==> config.mk <==
export PLATFORM = sky130hd
export DESIGN_NAME = dice_judge_flat
export DESIGN_NICKNAME = d
export VERILOG_FILES = /design/src/rtl/dice_pkg.sv /design/src/rtl/dice_judge_if.sv /design/src/rtl/key_pulse.sv /design/src/rtl/dice_judge.sv /design/src/flat_wrapper.sv
export SDC_FILE = /design/constraint.sdc
export NUM_CORES = 1
export LEC_CHECK = 0
export ABC_AREA = 1
export CAP_MARGIN = 15
export CORE_MARGIN = 3
export CORE_UTILIZATION = 50
export CTS_BUF_LIST = sky130_fd_sc_hd__clkbuf_4 sky130_fd_sc_hd__clkbuf_8
export CTS_CLUSTER_DIAMETER = 150
export DETAILED_ROUTE_END_ITERATION = 10
export PLACE_DENSITY = 0.69
export SYNTH_ARGS = -nofsm -noshare
export SYNTH_HDL_FRONTEND = slang
export SYNTH_HIERARCHICAL = 1
export SYNTH_SLANG_ARGS = --single-unit
export TNS_END_PERCENT = 10
==> constraint.sdc <==
create_clock -name clk -period 1.6 [get_ports clk]
set_input_delay 0.32 -clock clk [delete_from_list [all_inputs] [get_ports clk]]
set_output_delay 0.32 -clock clk [all_outputs]
set_load 0.01 [all_outputs]
==> src/rtl/dice_pkg.sv <==
// Shared types and codes for the dice game control stage and the LED stage.
package dice_pkg;
  typedef enum logic [1:0] {
    IDLE   = 2'd0,
    WAIT_B = 2'd1,
    JUDGE  = 2'd2,
    SHOW   = 2'd3
  } state_t;

  localparam logic [2:0] WIN_NONE = 3'd0;
  localparam logic [2:0] WIN_A    = 3'd1;
  localparam logic [2:0] WIN_B    = 3'd2;
  localparam logic [2:0] WIN_TIE  = 3'd3;

  localparam logic [2:0] DIE_MIN = 3'd1;
  localparam logic [2:0] DIE_MAX = 3'd6;

  function automatic logic [2:0] judge(input logic [2:0] a, input logic [2:0] b);
    if (a > b)      return WIN_A;
    else if (b > a) return WIN_B;
    else            return WIN_TIE;
  endfunction
endpackage

==> src/rtl/dice_judge_if.sv <==
// Player keys in, latched dice / result code / busy out.
interface dice_judge_if;
  logic       key_a;
  logic       key_b;
  logic [2:0] dice_a;
  logic [2:0] dice_b;
  logic [2:0] win;
  logic       busy;

  modport slave  (input key_a, key_b, output dice_a, dice_b, win, busy);
  modport master (output key_a, key_b, input dice_a, dice_b, win, busy);
endinterface

==> src/rtl/key_pulse.sv <==
// Raw key -> 2-flop sync -> debounce -> single-cycle press pulse per press.
module key_pulse #(
  parameter int DEB_CYCLES = 4,
  parameter int CW         = 26
) (
  input  logic clk,
  input  logic rst_n,
  input  logic key_in,
  output logic press
);
  localparam logic [CW-1:0] DEB = CW'(DEB_CYCLES);

  logic [1:0]    sync;
  logic [CW-1:0] cnt;

  // Counter parks at DEB+1 so a held key fires once until it is released.
  always_ff @(posedge clk or negedge rst_n) begin
    if (!rst_n) begin
      sync  <= '0;
      cnt   <= '0;
      press <= 1'b0;
    end else begin
      sync  <= {sync[0], key_in};
      press <= sync[1] && (cnt == DEB);
      if (!sync[1])       cnt <= '0;
      else if (cnt <= DEB) cnt <= cnt + 1'b1;
    end
  end
endmodule

==> src/rtl/dice_judge.sv <==
// Two-player dice game control: A rolls, B rolls, judge, hold result on win.
module dice_judge
  import dice_pkg::*;
#(
  parameter int DEB_CYCLES  = 4,
  parameter int SHOW_CYCLES = 16,
  parameter int CW          = 26
) (
  input logic         clk,
  input logic         rst_n,
  dice_judge_if.slave bus
);
  state_t        state, state_n;
  logic [2:0]    dice_a, dice_a_n, dice_b, dice_b_n, win, win_n;
  logic [2:0]    cnt_a, cnt_b;
  logic [CW-1:0] timer, timer_n;
  logic          press_a, press_b;

  key_pulse #(.DEB_CYCLES(DEB_CYCLES), .CW(CW)) u_key_a (
    .clk(clk), .rst_n(rst_n), .key_in(bus.key_a), .press(press_a));
  key_pulse #(.DEB_CYCLES(DEB_CYCLES), .CW(CW)) u_key_b (
    .clk(clk), .rst_n(rst_n), .key_in(bus.key_b), .press(press_b));

  always_ff @(posedge clk or negedge rst_n) begin
    if (!rst_n) begin
      state  <= IDLE;
      dice_a <= '0;
      dice_b <= '0;
      win    <= WIN_NONE;
      timer  <= '0;
      cnt_a  <= DIE_MIN;
      cnt_b  <= DIE_MAX;
    end else begin
      state  <= state_n;
      dice_a <= dice_a_n;
      dice_b <= dice_b_n;
      win    <= win_n;
      timer  <= timer_n;
      cnt_a  <= (cnt_a == DIE_MAX) ? DIE_MIN : cnt_a + 3'd1;
      cnt_b  <= (cnt_b == DIE_MIN) ? DIE_MAX : cnt_b - 3'd1;
    end
  end

  always_comb begin
    state_n  = state;
    dice_a_n = dice_a;
    dice_b_n = dice_b;
    win_n    = win;
    timer_n  = timer;
    case (state)
      IDLE: if (press_a) begin
        dice_a_n = cnt_a;
        dice_b_n = '0;
        state_n  = WAIT_B;
      end
      WAIT_B: if (press_b) begin
        dice_b_n = cnt_b;
        state_n  = JUDGE;
      end
      JUDGE: begin
        win_n   = judge(dice_a, dice_b);
        timer_n = CW'(SHOW_CYCLES - 1);
        state_n = SHOW;
      end
      SHOW: begin
        // Timer runs SHOW_CYCLES-1..0, so win stays up for SHOW_CYCLES cycles.
        if (timer == '0) begin
          win_n   = WIN_NONE;
          state_n = IDLE;
        end else begin
          timer_n = timer - 1'b1;
        end
      end
      default: state_n = IDLE;
    endcase
  end

  assign bus.dice_a = dice_a;
  assign bus.dice_b = dice_b;
  assign bus.win    = win;
  assign bus.busy   = (state != IDLE);
endmodule

==> src/flat_wrapper.sv <==
// flat-port wrapper written by rule: the top's interface ports become plain ports
module dice_judge_flat import dice_pkg::*;
#(
  parameter int DEB_CYCLES  = 4,
  parameter int SHOW_CYCLES = 16,
  parameter int CW          = 26
)
  (clk, rst_n, bus_key_a, bus_key_b, bus_dice_a, bus_dice_b, bus_win, bus_busy);
  dice_judge_if bus_i ();
  input logic clk;
  input logic rst_n;
  input wire logic [$bits(bus_i.key_a)-1:0] bus_key_a;
  input wire logic [$bits(bus_i.key_b)-1:0] bus_key_b;
  output wire logic [$bits(bus_i.dice_a)-1:0] bus_dice_a;
  output wire logic [$bits(bus_i.dice_b)-1:0] bus_dice_b;
  output wire logic [$bits(bus_i.win)-1:0] bus_win;
  output wire logic [$bits(bus_i.busy)-1:0] bus_busy;
  assign bus_i.key_a = bus_key_a;
  assign bus_i.key_b = bus_key_b;
  assign bus_dice_a = bus_i.dice_a;
  assign bus_dice_b = bus_i.dice_b;
  assign bus_win = bus_i.win;
  assign bus_busy = bus_i.busy;
  dice_judge #(.DEB_CYCLES(DEB_CYCLES), .SHOW_CYCLES(SHOW_CYCLES), .CW(CW)) u_core (.clk(clk), .rst_n(rst_n), .bus(bus_i));
endmodule
==> impl_metrics.csv, run 1 <==
group,metric,value,unit
grt,globalRouteMet1Util,24.2,%
placement,placement.io_buffers,12,
clock_tree,numCtsBuffers,9,
clock_tree,clock_tree.buffer_depth,2,
worst_setup_path,timing_worst_setup_path_type,"reg -> reg",
grt,number_of_antenna_violations_at_the_first_check_in_global_routing,0,
timing,final_hold_viol_count,0,
synthesis,share_of_synthesized_cell_area_in_full_adder_half_adder_and_majority_cells,3.68,%
floorplanning,chip_height,107,µm
worst_setup_path,crit_path_max_fanout,5,
timing,post-route-period-util,104,%
timing,rsz0062_at_grt,"true",
clock_tree,tritoncts,"yes",
drt,residual_drc_count,0,
grt,met2_usage,30.0,%
synthesis,synth.mux.area_fraction,0,%
grt,globalRouteMet3Util,4.03,%
synthesis,leading_area_contributor_after_synthesis,"sky130_fd_sc_hd__dfrtp_1",
worst_setup_path,crit_path_frequent_cell,"sky130_fd_sc_hd__nor2_4",
power,power.density_cell_area,1130,nW/µm²
worst_hold_path,hold_class,"in -> async",
synthesis,synthXorXnorAreaFrac,2.92,%
synthesis,yosys-top-cells-area,"sky130_fd_sc_hd__dfrtp_1, sky130_fd_sc_hd__nand2_1, sky130_fd_sc_hd__nor2_1",
floorplanning,floorplan.die_area,11500,µm²
job,max_cap_viol_count,0,
timing,report.final.setup_viol,18,
synthesis,combinational_family_with_the_most_area_after_synthesis,"simple AND/OR/NAND/NOR gates",
finish,final_net_count,716,
floorplanning,core_area,9860,µm²
worst_setup_path,startpoint_type,"register",
grt,grt_max_degree,41,
worst_setup_path,critical_path.cell_chain,"nor2_2 -> nand2_1 -> nor2_4 -> nand2_4 -> nor2_4 -> nor2_4 -> nor2_8 -> buf_4 -> nand2_1 -> o21ai_0",
drt,wl,10700,µm
floorplanning,die_wd,107,µm
synthesis,synth_top_flop_cell,"sky130_fd_sc_hd__dfrtp_1",
power,power_leakage,0.00312,µW
worst_setup_path,worstSetupEndpointType,"register",
worst_setup_path,critPathArrivalTime,1.95,ns
run_status,violations_in_the_final_reports,"negative setup slack",
synthesis,synth-seq-area-share,49.1,%
drt,avgRoutedWirePerCell,12.8,µm
clock_tree,clock_latency_at_the_later_pin_of_the_worst_skew_pair,0.38,ns
timing,setup_tns,-0.697,ns
placement,globalplace.congestion,0.885,
timing,max_freq,602,MHz
finish,flow.area_growth_from_synthesis,22.7,%
drt,drt_first_iter_violations,240,
placement,pre_cts_ws,-0.0394,ns
finish,insertedDiodeCount,0,
timing,slew_viol_final,0,
synthesis,synth-compound-area-share,4.07,%
synthesis,netlist.area_leader.share,47.5,%
grt,gr-max-usage-layer,"met2",
synthesis,synth.yosys.warnings,6,
floorplanning,floorplan.initialDensity,51.8,%
timing,final.min_clock_period,1.66,ns
timing,worst_skew,0.00956,ns
synthesis,synth-simple-area-share,31.2,%
drt,residual_antenna_violating_net_count_after_detailed_routing,0,
placement,dp_hpwl,7190,µm
synthesis,synth.net_count,637,
clock_tree,cts_root_buffer,"sky130_fd_sc_hd__clkbuf_8",
synthesis,post_synth.cell_area_avg,8.26,µm²
clock_tree,cts.clk_slew.worst_paths,0.10,ns
synthesis,number_of_distinct_standard_cells_referenced_by_the_synthesized_netlist,32,
drt,routed-via-count,4100,
synthesis,ys_async_sr_fraction,100,%
worst_setup_path,worst_ep_required_time,1.89,ns
timing,worst_slack,-0.0612,ns
clock_tree,h_tree_level_count,3,
clock_tree,tritoncts_num_sinks,100,
grt,globalRouteOverflowTotal,0,
worst_setup_path,timing.critical_path.slowest_stage_cell,"sky130_fd_sc_hd__dfrtp_1",
finish,layout-drive-gt1-share,24.4,%
synthesis,synthesis.instances,618,
worst_setup_path,max_stage_delay,0.42,ns
finish,stdcell_area,6260,µm²
grt,grt_pass1_wl,16800,µm
grt,number_of_global_route_vias_before_repair,3728,
synthesis,ff_latch_count_synth,100,
synthesis,synth.cell_area,5100,µm²
drt,detail_route.first_pass.iterations,5,
drt,avgViaCountPerCell,4.91,
floorplanning,io_pins,14,
worst_setup_path,worst_r2r_path_depth,10,
run_status,run_status,"finished with violations",
power,vdd.ir_drop.worst,745,µV
floorplanning,floorplan.rows,36,
grt,grt_util_all_layers,18.3,%
synthesis,synth_edf_count,0,
placement,instance_area_at_placement,5760,µm²
[through the flow]
step	hold slack [ns]	power, µW	std cells	util, %
after detailed placement	0.180	4990	803	58.4
final	0.314	7080	835	63.5
after CTS	0.307	6550	822	60.7
after global placement	0.184	4940	803	58.4
after global routing	0.316	7450	835	63.5
after floorplan	0.0244	4220	618	-
[cells in the mapped netlist (4+ instances only)]
cell type / n
sky130_fd_sc_hd__inv_1: 89
sky130_fd_sc_hd__clkbuf_1: 4
sky130_fd_sc_hd__ha_1: 15
sky130_fd_sc_hd__nand2_1: 128
sky130_fd_sc_hd__nor2_1: 124
sky130_fd_sc_hd__o21ai_1: 10
sky130_fd_sc_hd__nand4_1: 16
sky130_fd_sc_hd__nand3b_1: 4
sky130_fd_sc_hd__nand3_1: 29
sky130_fd_sc_hd__nand3_2: 4
sky130_fd_sc_hd__xor2_1: 15
sky130_fd_sc_hd__nor2_2: 25
sky130_fd_sc_hd__dfrtp_1: 97
sky130_fd_sc_hd__o21ai_0: 14
sky130_fd_sc_hd__buf_6: 5
sky130_fd_sc_hd__a21oi_1: 7
[sequential cells by signal, summed over array words and instances, names as in the netlist]
signal,cells
u_core/u_key_a/sync,2
u_core/timer,26
u_core/cnt_b,3
u_core/bus.dice_a,3
u_core/u_key_b/cnt,26
u_core/u_key_b/sync,2
u_core/u_key_a/press,1
u_core/cnt_a,3
u_core/state,2
u_core/bus.dice_b,3
u_core/bus.win,2
u_core/u_key_a/cnt,26
u_core/u_key_b/press,1
[final cells by class]
class / instances / area [µm²]
clock buffers: 9 / 124
clock inverters: 7 / 72.6
fillers: 799 / 3600
inverters: 91 / 342
multi-input cells: 416 / 2290
flip-flops and latches: 100 / 2510
well taps: 133 / 166
repair buffers: 79 / 757
[critical path: cells and delay by family, from the launching register on]
kind / cells / cell delay (ns)
simple gates: 8 / 0.91
buf+inv: 1 / 0.14
flops: 1 / 0.42
compound gates: 1 / 0.09
[worst paths after layout]
path / startpoint / end / slack (ns)
max in group asynchronous: rst_n / u_core/cnt_b[2] / 0.72
max: u_core/timer[12] / u_core/timer[4] / -0.06
min reg2reg: u_core/u_key_a/sync[0] / u_core/u_key_a/sync[1] / 0.36
min in group clk: u_core/u_key_a/sync[0] / u_core/u_key_a/sync[1] / 0.36
min: rst_n / u_core/timer[25] / 0.31
max reg2reg: u_core/timer[12] / u_core/timer[4] / -0.06
[power by group]
| part | switching [µW] | internal, µW | leakage (µW) |
|---|---|---|---|
| Clock | 969 | 605 | 0.0000997 |
| Combinational | 1460 | 1180 | 0.00168 |
| Sequential | 146 | 2720 | 0.00134 |
| Total | 2580 | 4500 | 0.00312 |
[logic make-up (layout without fill, tap and decap cells)]
kind of cell | after synthesis | count (layout)
buffers and inverters | 103 | 186
xor gates and xnor gates | 17 | 17
DFF | 100 | 100
AOI/OAI and AO/OA | 37 | 37
other | 1 | 1
and+or+nand+nor | 345 | 346
adders and majority gates | 15 | 15
[layer usage]
metal	part of all wire (%)	vias up	wire, µm
li1	-	2062	-
met1	45	1935	4830
met2	49	86	5280
met3	4.0	17	433
met4	1.7	0	182
met5	0	-	0
[cells in the final DEF, fill, tap and decap left out, types with 7 or more instances in the layout]
cell type	n
sky130_fd_sc_hd__nand2_1	118
sky130_fd_sc_hd__nor2_1	111
sky130_fd_sc_hd__dfrtp_1	95
sky130_fd_sc_hd__inv_1	83
sky130_fd_sc_hd__buf_4	55
sky130_fd_sc_hd__nor2_2	32
sky130_fd_sc_hd__nand3_1	29
sky130_fd_sc_hd__nand4_1	16
sky130_fd_sc_hd__xor2_1	15
sky130_fd_sc_hd__o21ai_1	13
sky130_fd_sc_hd__ha_1	12
sky130_fd_sc_hd__nand2_2	11
sky130_fd_sc_hd__o21ai_0	10
sky130_fd_sc_hd__clkbuf_8	9
sky130_fd_sc_hd__nor2_4	9
sky130_fd_sc_hd__dlygate4sd2_1	8
sky130_fd_sc_hd__buf_12	8
sky130_fd_sc_hd__inv_2	8
sky130_fd_sc_hd__a21oi_1	7
[timing repair]
action,4_1_cts,5_1_grt
gates cloned,0,3
pin swaps,2,13
resized for setup,19,42
setup buffers,2,10
endpoints found under the hold margin,8,0
hold buffers,1,0
endpoints found under the setup margin,30,36
(Power assumes the default switching activity.)
==> inputs of run 2 (changes only) <==
Settings changed: PLACE_DENSITY 0.69 to 0.67, SKIP_LAST_GASP set to 1.
Clock period 1.6 ns to 1.76 ns, I/O delays scaled along.
==> run 2 against run 1 <==
Against the previous run: the run now ends clean; hold slack got worse by 0.30 ns; first-iteration DRC count increased by 0.42%; highest routed layer unchanged; critical endpoint is now u_core/state[0]; largest power group unchanged; clock-buffer cell count unchanged.
==> impl_metrics.csv, run 2 (synthesis results as in run 1) <==
group,metric,value,unit
worst_setup_path,critical_path.startpoint,"u_core/timer[15]",
timing,worst_skew,0.00660,ns
drt,drt_first_iter_violations,241,
clock_tree,tritoncts,"yes",
worst_setup_path,timing.critical_path.to,"u_core/state[0]",
grt,number_of_antenna_violations_at_the_first_check_in_global_routing,0,
grt,grt_max_degree,101,
power,power.switching_fraction,36.5,%
power,power_report.internal_total,3820,µW
timing,setup_tns,0,ns
timing,slew_viol_final,0,
worst_setup_path,setup_slack_reg_to_reg,0.02,ns
power,net-switching-power,2200,µW
drt,wl,9680,µm
floorplanning,floorplan.die_area,11500,µm²
grt,globalRouteOverflowTotal,0,
worst_setup_path,worst_r2r_endpoint,"u_core/state[0]",
placement,dp_hpwl,6390,µm
floorplanning,core_area,9860,µm²
placement,instance_area_at_placement,5400,µm²
drt,avgViaCountPerCell,4.86,
worst_setup_path,crit_path_max_fanout,8,
clock_tree,clock_tree.buffer_depth,2,
clock_tree,tritoncts_num_sinks,100,
finish,mostFrequentLayoutCells,"sky130_fd_sc_hd__nand2_1, sky130_fd_sc_hd__nor2_1, sky130_fd_sc_hd__dfrtp_1",
drt,residual_antenna_violating_net_count_after_detailed_routing,0,
floorplanning,floorplan.rows,36,
job,max_cap_viol_count,0,
drt,routed-via-count,3872,
finish,insertedDiodeCount,0,
worst_setup_path,worst_ep_required_time,2.02,ns
drt,avgRoutedWirePerCell,12.1,µm
worst_setup_path,startpoint_type,"register",
worst_setup_path,critPathArrivalTime,2.00,ns
worst_hold_path,hold_class,"in -> async",
clock_tree,numCtsBuffers,9,
clock_tree,cts_root_buffer,"sky130_fd_sc_hd__clkbuf_8",
grt,grt_pass1_wl,16700,µm
timing,max_freq,574,MHz
timing,worst-slew-pin-transition,0.530,ns
drt,residual_drc_count,0,
clock_tree,h_tree_level_count,3,
placement,globalplace.congestion,0.836,
power,power_leakage,0.00281,µW
timing,final.min_clock_period,1.74,ns
grt,grt_util_all_layers,17.9,%
power,power_frac_comb,33.2,%
finish,layout-drive-gt1-share,16.6,%
drt,detail_route.first_pass.iterations,5,
floorplanning,io_pins,14,
finish,layout_commonest_cell,"sky130_fd_sc_hd__nand2_1",
finish,multi_input_comb_area,2200,µm²
power,clock_power_share,23.4,%
finish,stdcell_area,5760,µm²
worst_setup_path,worstSetupEndpointType,"register",
floorplanning,chip_height,107,µm
power,total_power_consumption_of_the_routed_design,6020,µW
clock_tree,clock_latency_at_the_later_pin_of_the_worst_skew_pair,0.37,ns
clock_tree,cts.clk_slew.worst_paths,0.10,ns
finish,top_regs,"u_core/timer: 26 flops, u_core/u_key_a/cnt: 26 flops, u_core/u_key_b/cnt: 26 flops",
floorplanning,floorplan.initialDensity,51.8,%
floorplanning,die_wd,107,µm
timing,slew_headroom,64.7,%
timing,final_hold_viol_count,0,
timing,report.final.setup_viol,0,
timing,hold_ws,0.0106,ns
worst_setup_path,worst_r2r_path_depth,10,
run_status,run_status,"finished clean",
power,power_frac_seq,43.4,%
timing,post-route-period-util,99.0,%
finish,register_area,2510,µm²
power,power.density_cell_area,1040,nW/µm²
power,vdd.ir_drop.worst,741,µV
placement,placement.io_buffers,12,
finish,final_net_count,678,
timing,rsz0062_at_grt,"true",
clock_tree,postCtsHoldBufs,0,
worst_setup_path,timing_worst_setup_path_type,"reg -> reg",
finish,fillCellCount,873,
grt,number_of_global_route_vias_before_repair,3727,
finish,flow.area_growth_from_synthesis,12.9,%
worst_setup_path,rr_startpoint,"u_core/timer[15]",
[run 2: cell types whose count changed in the layout (fill, tap and decap cells not counted), sizes merged, moves of 4 or more]
| cell | change |
|---|---|
| clkinv | -4 |
| dlygate4sd2 | -7 |
| clkdlybuf4s50 | +8 |
| buf | -37 |
[run 2: how the worst min path moves through the flow]
stage                      startpoint  cells past startpoint                endpoint  slack [ns]
2_1_floorplan                   rst_n                      0    u_core/bus.dice_a[0]        0.06
3_3_place_gp   u_core/u_key_a/sync[0]                      0  u_core/u_key_a/sync[1]        0.33
3_5_place_dp   u_core/u_key_a/sync[0]                      0  u_core/u_key_a/sync[1]        0.33
4_1_cts                         rst_n                      2         u_core/timer[2]        0.04
5_1_grt                         rst_n                      2         u_core/timer[9]        0.07
6_report                        rst_n                      2        u_core/timer[23]        0.01
[run 2: worst max-delay path: stages (launching register included)]
cell                      delay (ns)
sky130_fd_sc_hd__dfrtp_2        0.45
sky130_fd_sc_hd__nor2_2         0.14
sky130_fd_sc_hd__nand2_1        0.11
sky130_fd_sc_hd__nor2_4         0.14
sky130_fd_sc_hd__nand2_2        0.10
sky130_fd_sc_hd__o21ai_4        0.19
sky130_fd_sc_hd__buf_12         0.14
sky130_fd_sc_hd__buf_4          0.11
sky130_fd_sc_hd__nand2_1        0.09
sky130_fd_sc_hd__nand2_1        0.09
sky130_fd_sc_hd__o21ai_1        0.06
[run 2: power groups by stage]
stage / combinational [µW] / sequential [µW] / clock (µW)
final: 2000 / 2610 / 1410
after global routing: 2220 / 2630 / 1560
after global placement: 1570 / 2660 / 0
after CTS: 1690 / 2600 / 1480
after floorplan: 1140 / 2670 / 0
after detailed placement: 1600 / 2660 / 0
[run 2: what timing repair did]
item	CTS	global route
gates cloned	1	2
resized for setup	1	18
pin swaps	1	4
buffers inserted	2	9
hold endpoints to repair	0	0
setup endpoints to repair	8	33
[run 2: final cells by class]
type,instances,share of cell area [%]
sequential,100,43.5
multi-input combinational,418,38.3
inverter,91,6.02
timing repair buffer,39,5.97
tap,133,2.89
clock buffer,9,2.15
clock inverter,7,1.19
[run 2: per-layer routing]
metal	part of all wire [%]	track usage, %
met1	47	23.5
met2	48	30.3
met3	3.7	3.61
met4	1.5	4.75
met5	0	0
[run 2: through the flow]
step           utilization [%]  std cells  setup slack, ns
2_1_floorplan                -        618           0.0588
3_3_place_gp              54.8        767           0.0362
3_5_place_dp              54.8        767          0.00474
4_1_cts                   57.0        786          -0.0272
5_1_grt                   58.4        797          -0.0909
6_report                  58.4        797           0.0180
==> patch 1, RTL diff (flow settings as in run 1) <==
`CW` is set to 26 in 3 places; all go to 52.
--- a/src/rtl/key_pulse.sv
+++ b/src/rtl/key_pulse.sv
@@ -3,3 +3,3 @@
   parameter int DEB_CYCLES = 4,
-  parameter int CW         = 26
+  parameter int CW         = 52
 ) (
--- a/src/rtl/dice_judge.sv
+++ b/src/rtl/dice_judge.sv
@@ -6,3 +6,3 @@
   parameter int SHOW_CYCLES = 16,
-  parameter int CW          = 26
+  parameter int CW          = 52
 ) (
--- a/src/flat_wrapper.sv
+++ b/src/flat_wrapper.sv
@@ -5,3 +5,3 @@
   parameter int SHOW_CYCLES = 16,
-  parameter int CW          = 26
+  parameter int CW          = 52
 )
Function: same outputs for any inputs over 10 cycles, from zero or initial values and one cycle with rst_n low; that may be too few to reach the edited logic, so the function may still have changed.
==> patch 1 against run 1 <==
- the run still ends with setup timing left
- power rose to 2.5 times the old value
- setup slack got worse by 250 ps
- routed wire length up 120%
- largest cell class unchanged
- critical path depth grew 1
- sequential cell count up 78
- design area increased by 89%
- area after synthesis up 76%
- via count is 100% higher
==> patch 1: results (changes against run 1) <==
status:
  status: "finished, violations left"
  failed_checks: "setup timing"
cells_and_area:
  final-clk-cell-share: 0.0372  # +0.00581
  seqCellArea_sq_um: 4460  # +78%
  drive_gt1_frac: 0.268  # +0.0240
  multi_input_area_share: 0.352  # -0.0142
  buf_share: 0.154  # +0.0328
  fin_util: 0.676  # +0.0411
  finalNetCount: 1412  # +97%
  top_regs: "u_core/timer (52), u_core/u_key_a/cnt (52), u_core/u_key_b/cnt (52)"
  multi_input_cells: 825  # +98%
  num-nonclk-buffers: 195  # +150%
worst_hold_path:
  min_path_type: "primary input to flip-flop"
synth:
  yosysUniqueCellTypes: 33  # +3.1%
  synth_compound_area_frac: 0.0386  # -0.00207
  synth_area_leaders: "dfrtp_1 (49%), nand2_1 (16%), nor2_1 (9.0%), inv_1 (7.3%), nand3_1 (4.0%)"
  synth-seq-area-share: 0.495  # +0.00400
  synth.net_count: 1226  # +92%
power:
  vdd.ir_drop.worst_mv: 1.41  # +89%
  power.leakage_uw: 0.00722  # +130%
  p_seq_frac: 0.284  # -0.121
  p_sw_uw: 7190  # +180%
placement:
  dp_hpwl_um: 14800  # +110%
  placed_area_sq_um: 10500  # +82%
  dp_cells: 1561  # +94%
routing:
  wl_met1_um: 10000  # +110%
  avgRoutedWirePerCell_um: 14.4  # +12%
  drt_iter0_drc: 642  # +170%
  viasPerCell: 5.05  # +2.9%
grt:
  track_usage: 0.231  # +0.0480
  grt_pass1_wl_um: 37000  # +120%
  grt_max_degree: 48  # +17%
  grt_pass1_vias: 7863  # +110%
clock_tree:
  clkLatencyLatePin_ps: 470  # +90 ps
sta:
  setup_viol: 56  # +38
  fin_ws_ps: -312  # -251 ps
critical_path:
  crit_fanout: 7  # +2
floorplanning:
  tap_cells: 225  # +69%
patch 1: repair_timing:
action / 4_1_cts / 5_1_grt
gates resized for setup: 100 / 93
pin swaps: 19 / 39
gates cloned: 5 / 6
setup buffers: 15 / 11
hold endpoints to repair: 31 / 0
hold buffers: 1 / 0
setup endpoints to repair: 68 / 60
patch 1: path summary, 6_finish.rpt:
kind	start	end	slack, ps	cells past startpoint
setup / recovery	u_core/timer[33]	u_core/timer[25]	-310	11
hold / removal	bus_key_b	u_core/u_key_b/sync[0]	290	1
setup reg to reg	u_core/timer[33]	u_core/timer[25]	-310	11
hold reg to reg	u_core/u_key_a/sync[0]	u_core/u_key_a/sync[1]	360	0
max in group asynchronous	rst_n	u_core/cnt_b[2]	660	3
min in group asynchronous	rst_n	u_core/bus.dice_b[0]	330	2
patch 1: routing by layer:
layer / vias to the layer above / GRT usage
met3: 74 / 0.0420
met4: 0 / 0.0892
met5: - / 0
met1: 3876 / 0.312
li1: 4022 / -
met2: 262 / 0.373
==> patch 2, RTL diff (config.mk and constraints of run 1) <==
Without the edit above. Re-encode `state_t` (4 states) as one-hot, 4 bits wide.
--- a/src/rtl/dice_pkg.sv
+++ b/src/rtl/dice_pkg.sv
@@ -2,7 +2,7 @@
 package dice_pkg;
-  typedef enum logic [1:0] {
-    IDLE   = 2'd0,
-    WAIT_B = 2'd1,
-    JUDGE  = 2'd2,
-    SHOW   = 2'd3
+  typedef enum logic [3:0] {
+    IDLE   = 4'b0001,
+    WAIT_B = 4'b0010,
+    JUDGE  = 4'b0100,
+    SHOW   = 4'b1000
   } state_t;
Check against the original RTL: same outputs for any inputs over 10 cycles, from zero or initial values and one cycle with rst_n low; not proved beyond that.
==> patch 2 against run 1 <==
- the run still ends with setup timing left
- die area grew 0.35%
- cell count is 1.8% higher
- routed wire length is 3.5% lower
- setup slack got worse by 63 ps
- area after synthesis grew 0.37%
- first-iteration DRC count did not move
- design area is 0.84% higher
- sequential cell count rose by 2
- largest cell class unchanged
Power is not compared: it rests on default switching activity, and its combinational part moved more than twofold at a synthesized area within 25%.
==> patch 2: results (changes against run 1) <==
placement:
  placed_area_sq_um: 5840  # +1.3%
  pre_cts_ws_ps: -95.5  # -56.1 ps
  dp_cells: 822  # +2.4%
  port_buffers: 12  # unchanged
  gp_congestion: 0.844  # -4.7%
  dp_hpwl_um: 7120  # -0.91%
synth:
  synth_compound_area_frac: 0.0371  # -0.00357
  synthTopCellsByCount: "nand2_1 (142), nor2_1 (135), dfrtp_1 (98)"
  syn_inst: 628  # +1.6%
  synth_area_leaders: "dfrtp_1 (48%), nand2_1 (10%), nor2_1 (9.9%), inv_1 (6.4%), nor2_2 (2.9%)"
  yosysUniqueCellTypes: 34  # +6.3%
  yosysWarnings: 6  # unchanged
  synth.net_count: 642  # +0.78%
  synth_area_sq_um: 5120  # +0.37%
  synth-seq-area-share: 0.499  # +0.00821
  synth_xor_area_frac: 0.0291  # -0.000107
  synthAdderAreaFrac: 0.0244  # -0.0123
  synth-seq-cells: 102  # +2.0%
status:
  failed_checks: "setup timing"
  status: "finished, violations left"
clock_tree:
  cts_buffer_depth: 2  # unchanged
  ctsHtreeMaxLevel: 3  # unchanged
  clk_pin_slew_ps: 110
  cts-root-buf: "clkbuf_8"
  cts_setup_buffers: 0  # -2
  ctsResizeCount: 32  # +13
critical_path:
  crit_fanout: 8  # +3
  worstPathArrival_ps: 2050  # +100 ps
sta:
  tns_ps: -1560  # -860 ps
  skew_ps: 9.37  # -0.194 ps
  setup_viol: 22  # +4
  fin_ws_ps: -124  # -63.2 ps
power:
  p_sw_uw: 1800
  pwr_density_cell_nw_per_um2: 897
  vdd.ir_drop.worst_mv: 0.711
  power.leakage_uw: 0.00337
  combinationalPowerShare: 0.229
cells_and_area:
  multi_input_cells: 425  # +2.2%
  finalNetCount: 726  # +1.4%
  seqCellArea_sq_um: 2560  # +1.9%
  n_fill_cell: 783  # -2.0%
  inv_count: 88  # -3.3%
  diodes: 0  # unchanged
  final-clk-cell-share: 0.0311  # -0.000261
  multi_input_area_sq_um: 2250  # -1.8%
  num-nonclk-buffers: 86  # +8.9%
  multi_input_area_share: 0.356  # -0.00958
  drive_gt1_frac: 0.257  # +0.0130
  buf_share: 0.129  # +0.00791
routing:
  vias: 4131  # +0.76%
  first_pass_iters: 4  # -1
  avgRoutedWirePerCell_um: 12.2  # -5.2%
  viasPerCell: 4.86  # -1.0%
  ant_nets: 0  # unchanged
grt:
  track_usage: 0.195  # +0.0117
  grt_pass1_wl_um: 17900  # +6.4%
  grt_max_degree: 64  # +56%
flow_run:
  maxCapViolCount: 0  # unchanged
worst_hold_path:
  min_path_type: "primary input to flip-flop"
==> patch 2: final timing paths <==
path	slack [ps]	startpoint	to	cells after the start
worst min-delay path	360	bus_key_b	u_core/u_key_b/sync[0]	1
max in group asynchronous	830	rst_n	u_core/timer[9]	3
worst max-delay path	-120	u_core/timer[19]	u_core/timer[20]	10
min in group asynchronous	450	rst_n	u_core/timer[19]	3
worst min register to register	360	u_core/u_key_a/sync[0]	u_core/u_key_a/sync[1]	0
worst max register to register	-120	u_core/timer[19]	u_core/timer[20]	10
==> patch 2: worst max-delay path: stages, from the launching register on <==
cell and delay [ps]:
dfrtp_1 410, nor2_2 150, nand2_2 100, nor2_4 170
nand2_4 80, nor2_4 140, nor2_4 70, nor2_8 220
clkbuf_16 210, nand2_2 60, o21ai_2 50
==> patch 2: metal layers <==
layer	vias to the layer above	wire, um	GRT usage
met1	1958	4560	0.238
met3	20	398	0.0476
met5	-	0	0
met4	0	194	0.0740
li1	2090	-	-
met2	63	5200	0.334
